==> src/rtl/tpu_pkg.sv <==
// Shared types and constants for the TPU weight-path blocks.
// Holds the weight fetch FSM encoding and datapath sizing.
package tpu_pkg;

    localparam int WEIGHT_W       = 8;
    localparam int NUM_COLS       = 3;
    localparam int FIFO_DEPTH_DEF = 4;

    typedef enum logic [2:0] {
        IDLE,
        START,
        FETCH,
        DRAIN,
        DONE
    } wfc_state_t;

endpackage

==> src/rtl/wfc_credit_counter.sv <==
// Saturating credit counter for the downstream weight FIFOs.
// Sticky error flag records a return of credit while already full.
module wfc_credit_counter
    import tpu_pkg::*;
#(
    parameter int DEPTH = FIFO_DEPTH_DEF
) (
    input  logic clk,
    input  logic rst,
    input  logic take_i,
    input  logic give_i,
    output logic avail_o,
    output logic err_o
);

    localparam int CW = $clog2(DEPTH + 1);
    localparam logic [CW-1:0] MAX = CW'(DEPTH);

    logic [CW-1:0] cnt_q, cnt_d;
    logic          err_q, err_d;

    always_comb begin
        cnt_d = cnt_q;
        err_d = err_q | (give_i & (cnt_q == MAX));
        if (take_i && !give_i) begin
            cnt_d = cnt_q - 1'b1;
        end else if (give_i && !take_i && (cnt_q != MAX)) begin
            cnt_d = cnt_q + 1'b1;
        end
    end

    always_ff @(posedge clk) begin
        if (rst) begin
            cnt_q <= MAX;
            err_q <= 1'b0;
        end else begin
            cnt_q <= cnt_d;
            err_q <= err_d;
        end
    end

    assign avail_o = (cnt_q != '0);
    assign err_o   = err_q;

endmodule

==> src/rtl/weight_fetch_ctrl.sv <==
// Weight tile fetch controller: reads rows from weight memory into three column FIFOs.
// Define WFC_ROW_REVERSE_EN to fetch rows bottom-first.
module weight_fetch_ctrl
    import tpu_pkg::*;
#(
    parameter int FIFO_DEPTH = FIFO_DEPTH_DEF,
    parameter int ADDR_W     = 8
) (
    input  logic                         clk,
    input  logic                         rst,
    input  logic                         start,
    input  logic [ADDR_W-1:0]            base_addr,
    input  logic [2:0]                   num_rows,
    output logic                         mem_rd_en,
    output logic [ADDR_W-1:0]            mem_addr,
    input  logic [WEIGHT_W*NUM_COLS-1:0] mem_rd_data,
    input  logic                         fifo_pop,
    output logic                         push_col0,
    output logic                         push_col1,
    output logic                         push_col2,
    output logic [WEIGHT_W-1:0]          data_col0,
    output logic [WEIGHT_W-1:0]          data_col1,
    output logic [WEIGHT_W-1:0]          data_col2,
    output logic                         weight_load_start,
    output logic                         busy,
    output logic                         done,
    output logic                         err_credit
);

    localparam int RW = $clog2(FIFO_DEPTH + 1);

    wfc_state_t        state_q, state_d;
    logic [ADDR_W-1:0] base_q, base_d;
    logic [RW-1:0]     rows_q, rows_d;
    logic [RW-1:0]     issued_q, issued_d;
    logic [ADDR_W-1:0] addr_q, addr_d;
    logic [RW-1:0]     n_eff;
    logic [RW-1:0]     row_idx;
    logic              issue;
    logic              avail;
    logic              rd_en_q;
    logic              push_q;
    logic              wls_q;
    logic              busy_q;
    logic              done_q;

    assign n_eff = (int'(num_rows) > FIFO_DEPTH) ? RW'(FIFO_DEPTH)
                                                 : RW'(num_rows);

`ifdef WFC_ROW_REVERSE_EN
    assign row_idx = rows_q - RW'(1) - issued_q;
`else
    assign row_idx = issued_q;
`endif

    assign addr_d = base_q + ADDR_W'(row_idx);

    wfc_credit_counter #(
        .DEPTH (FIFO_DEPTH)
    ) u_credit (
        .clk     (clk),
        .rst     (rst),
        .take_i  (issue),
        .give_i  (fifo_pop),
        .avail_o (avail),
        .err_o   (err_credit)
    );

    always_comb begin
        state_d  = state_q;
        base_d   = base_q;
        rows_d   = rows_q;
        issued_d = issued_q;
        issue    = 1'b0;
        unique case (state_q)
            IDLE: begin
                if (start) begin
                    base_d   = base_addr;
                    rows_d   = n_eff;
                    issued_d = '0;
                    state_d  = (n_eff == '0) ? DONE : START;
                end
            end
            // First read is issued from START so it lands in the first FETCH cycle.
            START: begin
                issue    = avail && (issued_q < rows_q);
                issued_d = issued_q + RW'(issue);
                state_d  = FETCH;
            end
            FETCH: begin
                issue    = avail && (issued_q < rows_q);
                issued_d = issued_q + RW'(issue);
                if (issued_d == rows_q) begin
                    state_d = DRAIN;
                end
            end
            DRAIN: begin
                if (!rd_en_q) begin
                    state_d = DONE;
                end
            end
            DONE: begin
                state_d = IDLE;
            end
            default: begin
                state_d = IDLE;
            end
        endcase
    end

    always_ff @(posedge clk) begin
        if (rst) begin
            state_q  <= IDLE;
            base_q   <= '0;
            rows_q   <= '0;
            issued_q <= '0;
            addr_q   <= '0;
            rd_en_q  <= 1'b0;
            push_q   <= 1'b0;
            wls_q    <= 1'b0;
            busy_q   <= 1'b0;
            done_q   <= 1'b0;
        end else begin
            state_q  <= state_d;
            base_q   <= base_d;
            rows_q   <= rows_d;
            issued_q <= issued_d;
            rd_en_q  <= issue;
            push_q   <= rd_en_q;
            wls_q    <= (state_d == START);
            busy_q   <= (state_d != IDLE);
            done_q   <= (state_d == DONE);
            if (issue) begin
                addr_q <= addr_d;
            end
        end
    end

    assign mem_rd_en         = rd_en_q;
    assign mem_addr          = addr_q;
    assign push_col0         = push_q;
    assign push_col1         = push_q;
    assign push_col2         = push_q;
    assign weight_load_start = wls_q;
    assign busy              = busy_q;
    assign done              = done_q;

    // Read data returns in the push cycle; the registered strobe gates it.
    assign data_col0 = push_q ? mem_rd_data[0*WEIGHT_W +: WEIGHT_W] : '0;
    assign data_col1 = push_q ? mem_rd_data[1*WEIGHT_W +: WEIGHT_W] : '0;
    assign data_col2 = push_q ? mem_rd_data[2*WEIGHT_W +: WEIGHT_W] : '0;

endmodule

==> config.mk <==
export PLATFORM = sky130hd
export DESIGN_NAME = weight_fetch_ctrl
export DESIGN_NICKNAME = d
export VERILOG_FILES = /design/src/rtl/tpu_pkg.sv /design/src/rtl/wfc_credit_counter.sv /design/src/rtl/weight_fetch_ctrl.sv
export SDC_FILE = /design/constraint.sdc
export NUM_CORES = 1
export LEC_CHECK = 0
export CAP_MARGIN = 20
export CORE_AREA = 4 4 71 73
export DETAILED_ROUTE_END_ITERATION = 10
export DIE_AREA = 0 0 75 77
export PLACE_DENSITY = 0.78
export SLEW_MARGIN = 20
export SYNTH_ARGS = -nofsm -noshare
export SYNTH_HDL_FRONTEND = slang
export SYNTH_HIERARCHICAL = 1
export SYNTH_SLANG_ARGS = --single-unit
export TNS_END_PERCENT = 20
==> constraint.sdc <==
create_clock -name clk -period 3.4 [get_ports clk]
set_input_delay 0.34 -clock clk [delete_from_list [all_inputs] [get_ports clk]]
set_output_delay 0.34 -clock clk [all_outputs]
set_load 0.02 [all_outputs]
==> run_results.csv, run 1 <==
group,metric,value,unit
grt,grt_usage,0.1516,
setup_path,cp_slowest_stage_delay,0.52,ns
sta,setup_tns,0,ns
logic_synthesis,syn_area_per_cell,8.190,um2
setup_path,critPathTopFamily,"simple AND/OR/NAND/NOR gates",
pwr,power_density,385.7,mW/mm2
cts,numCtsBuffers,5,
logic_synthesis,synth.most_common_cell,"dfxtp_1",
logic_synthesis,synth_top_flop_cell,"dfxtp_1",
drt,wirelength,4.425,mm
layout,multi_input_area,0.001022,mm2
logic_synthesis,synth_area_leader_cell,"dfxtp_1",
floorplan,die_height,77,um
cts,cts_setup_buffers,0,
logic_synthesis,synth_edf_count,0,
grt,antenna_found_initial,0,
drt,vias,1786,
sta,grt_setup_unrepaired,"no",
worst_hold_path,worstHoldPathCells,2,
pwr,clkPwrFrac,0.289,
drt,wl_per_cell,12.68,um
layout,syn2layout_area_growth,50.28,%
setup_path,cp.required,3.55,ns
drt,dr.pass1.iters,4,
sta,finalHoldViolations,0,
setup_path,critPathSlowestCell,"nor2_1",
sta,slew_headroom,0.5916,
logic_synthesis,yosysWarnings,6,
logic_synthesis,yosysUniqueCellTypes,41,
setup_path,crit_path_start,"rows_q[2]",
cts,clk_latency,0.28,ns
layout,diodes,0,
setup_path,worstSetupEndpointType,"flip-flop",
cts,cts_max_level,2,
logic_synthesis,ys_seq_area_frac,0.3778,
logic_synthesis,ys_ff_latch,34,
logic_synthesis,syn-num-nets,268,
layout,drive_gt1_frac,0.03367,
pwr,combPwrFrac,0.265,
logic_synthesis,postSynthCellCount,220,
logic_synthesis,synth_common_cells,"dfxtp_1 (34), nand2_1 (29), and2_1 (25), a21oi_1 (22), inv_1 (13)",
pwr,seqPwrFrac,0.447,
floorplan,core_area,0.004354,mm2
grt,grt_pass1_wl,6.906,mm
drt,postRouteAntennaNets,0,
grt,grt_max_degree,28,
setup_path,worst-path-max-fanout,11,
drt,drt_iter0_markers,52,
grt,grt_overflow,0,
cts,clock_sink_count,34,
setup_path,r2r_cells,9,
logic_synthesis,synth.top_cell.area_share,0.3778,
pwr,p_total,1.044,mW
cts,cts_resized,0,
cts,cts_root_buf,"clkbuf_8",
pwr,irDropWorstVdd,273.5,uV
logic_synthesis,ys_async_sr_fraction,0,
floorplan,rows,24,
outcome,outcome,"finished, final reports clean",
setup_path,crit_type,"reg -> reg",
worst_hold_path,min_from,"base_q[0]",
sta,hold_ws,0.4740,ns
grt,grt_pass1_vias,1596,
pwr,p_leak,1.012,nW
cts,clockBufferDepth,2,
layout,nets,344,
cts,tritoncts,"done",
pwr,p_int,0.7327,mW
pwr,sw_frac_of_total,0.2984,
sta,min_period,2.862,ns
floorplan,start_util,0.4138,
floorplan,die_width,75,um
floorplan,ios,79,
sta,clock-skew-final,0.002238,ns
worst_hold_path,hold_class,"reg -> reg",
sta,setup_viol,0,
logic_synthesis,netlist_area,0.001802,mm2
cts,cts_hold_buffers,0,
placed_design,gp_congestion,0.7755,
sta,finalCritPeriodShare,0.8417,
flow_run,cap_violations,0,
floorplan,die_area,0.005775,mm2
setup_path,r2r_start,"rows_q[2]",
drt,drc,0,
placed_design,portBuffers,78,
setup_path,path_cells,"inv_1 > ha_1 > nand2_1 > o211ai_1 > nor2_1 > or2b_1 > fa_1 > o311ai_0 > o2111ai_1",
logic_synthesis,ys_top_cells_by_area,"dfxtp_1 (38%), and2_1 (8.7%), a21oi_1 (6.1%)",
sta,fmax,349.4,MHz
sta,maxSlewViolCount,0,
layout,num-fill-cells,392,
sta,tightest_slew,0.6103,ns
layout,regArea,680.7,um2
setup_path,cp.depth,9,
pwr,switchingPower,0.3117,mW
cts,cts.clk_slew.worst_paths,0.06,ns
setup_path,arrival,3.01,ns
placed_design,place_hpwl,3.552,mm
setup_path,critPathBufInv,1,
drt,avgViaCountPerCell,5.117,
setup_path,startpoint_type,"flip-flop",
-- registers in the layout, indices dropped and copies added, names as in the netlist --
signal and flops:
mem_addr 8, state_q 3, weight_load_start 1, mem_rd_en 1, u_credit/err_o 1, done 1, rows_q 3, u_credit/cnt_q 3
base_q 8, issued_q 3, push_col0 1, busy 1
-- worst reg2reg max path, cell delays in order, from the launching register on --
cell       delay, ns
dfxtp_1         0.36
inv_1           0.06
ha_1            0.29
nand2_1         0.07
o211ai_1        0.16
nor2_1          0.52
or2b_1          0.33
fa_1            0.41
o311ai_0        0.36
o2111ai_1       0.17
-- power by group through the flow --
stage | clock network (mW) | registers, mW | logic [mW]
after detailed placement | 0 | 0.476 | 0.277
after floorplan | 0 | 0.487 | 0.147
after global routing | 0.326 | 0.474 | 0.303
after global placement | 0 | 0.475 | 0.274
after CTS | 0.309 | 0.467 | 0.279
final | 0.302 | 0.466 | 0.276
-- stage by stage --
| step | std cells | instance area [um2] | setup slack [ns] | util |
|---|---|---|---|---|
| 2_1_floorplan | 220 | 1802 | 0.8441 | - |
| 3_3_place_gp | 341 | 2616 | 0.6824 | 0.6009 |
| 3_5_place_dp | 341 | 2616 | 0.5784 | 0.6009 |
| 4_1_cts | 349 | 2708 | 0.5676 | 0.6218 |
| 5_1_grt | 349 | 2708 | 0.3746 | 0.6218 |
| 6_report | 349 | 2708 | 0.5382 | 0.6218 |
-- layout make-up --
class                   instances  share of cell area
flip-flops and latches         34              0.2514
clock buffers                   7             0.03189
clock inverters                 1            0.001848
multi-input cells             161              0.3775
repair buffers                 80              0.2939
inverters                      14             0.01941
well taps                      52             0.02403
-- logic make-up (layout without fill, tap and decap cells) --
family | count (synthesis) | after routing | synth area share
compound gates | 48 | 48 | 0.1688
xor+xnor | 11 | 11 | 0.05347
fa+ha+maj | 9 | 9 | 0.07083
buf+inv | 25 | 102 | 0.05833
flops | 34 | 34 | 0.3778
mux | 1 | 1 | 0.005556
simple gates | 92 | 92 | 0.2653
-- layout by cell type, fill, tap and decap left out, types with 5 or more instances in the layout --
cell type	instances
xor2_1	7
a21oi_1	22
nand2_1	29
ha_1	7
inv_1	13
nor3_1	5
nor2b_1	5
a211oi_1	7
dfxtp_1	34
clkdlybuf4s50_1	78
and2_1	25
clkbuf_8	6
nand3_1	5
nor2_1	11
-- path summary, 6_finish.rpt --
path	end	slack [ns]
setup / recovery	u_credit/cnt_q[2]	0.54
hold / removal	base_q[0]	0.47
setup reg to reg	u_credit/cnt_q[2]	0.54
hold reg to reg	base_q[0]	0.47
-- routing by layer --
metal	track usage	routed length (um)	up-vias
li1	-	-	900
met4	0.05160	58	0
met3	0.05752	589	6
met2	0.2517	1960	81
met1	0.1743	1816	799
met5	0	0	-
Power figures use the tool's default switching activity.
==> run 2: changes to the inputs <==
clock period = 3 ns   (was 3.4 ns; I/O delays follow)
==> run 2 against run 1 <==
First-iteration DRC count increased by 29%. Global-route usage grew 0.97 points. Largest power group unchanged. Clock skew grew 0.0034 ns. Fmax grew 10%.
==> run_results.csv, run 2 (synthesis results as in run 1) <==
group,metric,value,unit
outcome,outcome,"finished, final reports clean",
cts,cts_max_level,2,
sta,grt_setup_unrepaired,"no",
setup_path,path_cells,"inv_1 > ha_1 > nand2_1 > o211ai_1 > clkinv_1 > ha_1 > ha_1 > xor2_1 > nor3_1 > a32oi_1 > a21bo_1",
setup_path,critPathTopFamily,"adder cells",
drt,dr.pass1.iters,4,
grt,grt_pass1_vias,1659,
drt,wl_per_cell,12.89,um
setup_path,cpMostUsedCell,"ha_1",
setup_path,critPathSlowestCell,"dfxtp_1",
floorplan,die_area,0.005775,mm2
placed_design,place_hpwl,3.517,mm
layout,nets,346,
pwr,p_total,1.198,mW
sta,maxSlewViolCount,0,
layout,final_common_cell,"clkdlybuf4s50_1",
flow_run,cap_violations,0,
floorplan,core_area,0.004354,mm2
drt,drt_iter0_markers,67,
sta,hold_ws,0.4684,ns
cts,cts_setup_buffers,0,
setup_path,cp.required,3.18,ns
pwr,p_leak,1.023,nW
layout,fin_util,0.6253,
cts,cts_resized,0,
drt,vias,1777,
cts,tritoncts,"done",
floorplan,rows,24,
cts,clockBufferDepth,2,
drt,wirelength,4.524,mm
layout,final_cell_area,0.002723,mm2
cts,cts_hold_buffers,0,
layout,syn2layout_area_growth,51.11,%
floorplan,die_width,75,um
grt,grt_max_degree,32,
placed_design,placed_cell_area,0.002631,mm2
layout,regArea,680.7,um2
placed_design,gp_congestion,0.8657,
floorplan,die_height,77,um
sta,setup_tns,0,ns
cts,cts_root_buf,"clkbuf_8",
sta,clock-skew-final,0.005594,ns
cts,cts.clk_slew.worst_paths,0.07,ns
sta,setup_viol,0,
layout,num-fill-cells,402,
sta,finalCritPeriodShare,0.8660,
grt,grt_overflow,0,
drt,avgViaCountPerCell,5.063,
setup_path,worst-path-max-fanout,5,
cts,clk_latency,0.29,ns
cts,numCtsBuffers,5,
pwr,power_density,440.0,mW/mm2
sta,slew_headroom,0.6232,
grt,grt_usage,0.1613,
grt,antenna_found_initial,0,
setup_path,startpoint_type,"flip-flop",
cts,clock_sink_count,34,
placed_design,portBuffers,78,
sta,fmax,384.9,MHz
setup_path,critPathBufInv,2,
sta,tightest_slew,0.5644,ns
worst_hold_path,hold_class,"reg -> reg",
floorplan,start_util,0.4138,
layout,drive_gt1_frac,0.04013,
layout,multi_input_area,0.001022,mm2
drt,postRouteAntennaNets,0,
floorplan,ios,79,
setup_path,cp_slowest_stage_delay,0.36,ns
sta,min_period,2.598,ns
layout,diodes,0,
grt,grt_pass1_wl,7.403,mm
sta,finalHoldViolations,0,
pwr,irDropWorstVdd,332.2,uV
drt,drc,0,
layout,final_cell_mix,"clkdlybuf4s50_1 (78), dfxtp_1 (34), nand2_1 (29)",
setup_path,arrival,2.78,ns
setup_path,worstSetupEndpointType,"flip-flop",
setup_path,crit_type,"reg -> reg",
-- run 2: changes by cell type in the layout (fill, tap and decap cells not counted), sizes merged --
cell  delta
buf      +2
-- run 2: layer usage --
metal | global-route usage | vias up | routed length, um
li1 | - | 907 | -
met1 | 0.1921 | 766 | 1855
met2 | 0.2613 | 93 | 1987
met3 | 0.05882 | 11 | 606
met4 | 0.05694 | 0 | 74
met5 | 0 | - | 0
-- run 2: layout make-up --
| class | instances | area share |
|---|---|---|
| multi-input cells | 161 | 0.3755 |
| repair buffers | 82 | 0.2978 |
| flip-flops and latches | 34 | 0.2500 |
| clock buffers | 7 | 0.03171 |
| well taps | 52 | 0.02390 |
| inverters | 14 | 0.01930 |
| clock inverters | 1 | 0.001838 |
-- run 2: path summary, 6_finish.rpt --
path	slack, ns	start	cells past startpoint	endpoint
setup / recovery	0.40	rows_q[2]	11	busy
hold / removal	0.47	base_q[7]	2	base_q[7]
setup reg to reg	0.40	rows_q[2]	11	busy
hold reg to reg	0.47	base_q[7]	2	base_q[7]
-- run 2: per-stage QoR --
stage / std cells / worst slack (ns)
final: 351 / 0.4019
after global routing: 351 / 0.1209
after CTS: 351 / 0.3962
after detailed placement: 343 / 0.4763
after global placement: 343 / 0.5512
after floorplan: 220 / 0.4441
-- run 2: tightest hold or removal path, cell delays in order (launching register included) --
cell and delay [ns]:
dfxtp_1 0.32, nand2_1 0.05, a21oi_1 0.05
-- run 2: power breakdown --
part	internal [mW]	switching, mW
logic	0.158	0.164
clock network	0.185	0.162
registers	0.492	0.0366
==> run 3: changes to the inputs <==
CORE_AREA = 4 4 84 62   (was 4 4 71 73)
CTS_BUF_LIST = sky130_fd_sc_hd__clkbuf_4 sky130_fd_sc_hd__clkbuf_8 sky130_fd_sc_hd__clkbuf_16   (was unset)
DIE_AREA = 0 0 88 66   (was 0 0 75 77)
==> run 3 against run 2 <==
Die area is 0.57% higher. Sequential cell count unchanged. Via count increased by 0.90%. Power is 0.92% higher. Cell count increased by 0.85%. Clock power rose by 2%. Worst setup slack gained 0.019 ns. Fmax up 0.74%. Global-route usage grew 0.24 points. Design area increased by 0.28%. Sequential power barely moved. First-iteration DRC count up 21%. Largest cell class unchanged. Largest power group unchanged.
==> run_results.csv, run 3 (synthesis results as in run 1) <==
group,metric,value,unit
outcome,outcome,"finished, final reports clean",
sta,clock-skew-final,0.006787,ns
floorplan,die_width,88,um
setup_path,arrival,2.76,ns
setup_path,cp.required,3.18,ns
drt,dr.pass1.iters,4,
flow_run,cap_violations,0,
setup_path,critPathSlowestCell,"dfxtp_1",
cts,clk_latency,0.28,ns
grt,grt_pass1_vias,1625,
placed_design,place_inst,346,
sta,grt_setup_unrepaired,"no",
pwr,p_int,0.8447,mW
cts,cts_max_level,2,
layout,fin_util,0.6306,
placed_design,place_ws,0.4747,ns
drt,wl_per_cell,13.19,um
cts,clock_sink_count,34,
setup_path,worst-path-max-fanout,5,
drt,avgViaCountPerCell,5.065,
layout,final_cell_mix,"clkdlybuf4s50_1 (78), dfxtp_1 (34), nand2_1 (29)",
drt,drc,0,
cts,cts_root_buf,"clkbuf_8",
layout,diodes,0,
layout,nets,346,
drt,drt_iter0_markers,81,
cts,cts_resized,0,
floorplan,ios,79,
pwr,p_leak,1.026,nW
layout,multi_input_area,0.001022,mm2
worst_hold_path,worstHoldPathCells,2,
setup_path,startpoint_type,"flip-flop",
sta,finalWorstSetupSlack,0.4212,ns
layout,final_cell_area,0.002730,mm2
placed_design,place_hpwl,3.753,mm
grt,grt_usage,0.1637,
setup_path,critPathBufInv,2,
pwr,seqPwrFrac,0.437,
drt,vias,1793,
sta,finalHoldViolations,0,
layout,finalNonFillerCells,354,
setup_path,r2r_cells,11,
layout,final_common_cell,"clkdlybuf4s50_1",
drt,postRouteAntennaNets,0,
placed_design,portBuffers,78,
sta,finalCritPeriodShare,0.8596,
setup_path,crit_type,"reg -> reg",
grt,grt_max_degree,28,
pwr,clkPwrFrac,0.293,
pwr,combPwrFrac,0.270,
sta,min_period,2.579,ns
setup_path,cpMostUsedCell,"ha_1",
sta,fmax,387.8,MHz
layout,num-fill-cells,389,
sta,maxSlewViolCount,0,
setup_path,critPathTopFamily,"adder cells",
drt,wirelength,4.668,mm
pwr,p_total,1.209,mW
sta,hold_ws,0.4674,ns
cts,clockBufferDepth,2,
cts,tritoncts,"done",
layout,regArea,680.7,um2
grt,grt_overflow,0,
grt,antenna_found_initial,0,
pwr,sw_frac_of_total,0.3014,
cts,cts_setup_buffers,0,
floorplan,start_util,0.4162,
setup_path,path_cells,"inv_1 > ha_1 > nand2_1 > o211ai_1 > clkinv_1 > ha_1 > ha_1 > xor2_1 > nor3_1 > a32oi_1 > a21bo_1",
pwr,irDropWorstVdd,309.1,uV
layout,syn2layout_area_growth,51.53,%
placed_design,placed_cell_area,0.002635,mm2
cts,numCtsBuffers,5,
setup_path,worstSetupEndpointType,"flip-flop",
floorplan,core_area,0.004329,mm2
setup_path,cp.depth,11,
sta,tightest_slew,0.5744,ns
sta,slew_headroom,0.6165,
grt,grt_pass1_wl,7.548,mm
sta,setup_viol,0,
cts,cts_hold_buffers,0,
floorplan,rows,20,
cts,cts.clk_slew.worst_paths,0.07,ns
worst_hold_path,hold_class,"reg -> reg",
pwr,power_density,442.9,mW/mm2
placed_design,gp_congestion,0.8488,
floorplan,die_area,0.005808,mm2
pwr,switchingPower,0.3645,mW
layout,drive_gt1_frac,0.04348,
floorplan,die_height,66,um
sta,setup_tns,0,ns
setup_path,cp_slowest_stage_delay,0.38,ns
-- run 3: metal layers --
layer / track usage / part of all wire
met5: 0 / 0
met2: 0.2434 / 0.39
met1: 0.2230 / 0.48
met3: 0.06102 / 0.12
met4: 0.04023 / 0.0071
-- run 3: path summary, 6_finish.rpt --
path,startpoint,end,slack [ns]
max,rows_q[2],busy,0.42
min,base_q[7],base_q[7],0.47
max reg2reg,rows_q[2],busy,0.42
min reg2reg,base_q[7],base_q[7],0.47
-- run 3: layout make-up --
| type | instances | area share |
|---|---|---|
| Multi-Input combinational cell | 161 | 0.3744 |
| Clock inverter | 1 | 0.001833 |
| Inverter | 14 | 0.01925 |
| Timing Repair Buffer | 82 | 0.2970 |
| Clock buffer | 7 | 0.03300 |
| Tap cell | 55 | 0.02521 |
| Sequential cell | 34 | 0.2493 |
-- run 3: power by group through the flow --
stage | clock network [mW] | registers [mW] | logic (mW)
6_report | 0.354 | 0.529 | 0.326
4_1_cts | 0.360 | 0.529 | 0.326
3_3_place_gp | 0 | 0.538 | 0.323
2_1_floorplan | 0 | 0.551 | 0.167
5_1_grt | 0.377 | 0.536 | 0.359
3_5_place_dp | 0 | 0.539 | 0.325
-- run 3: worst min-delay path: stages (launching register included) --
cell     delay, ns
dfxtp_1       0.32
nand2_1       0.05
a21oi_1       0.05
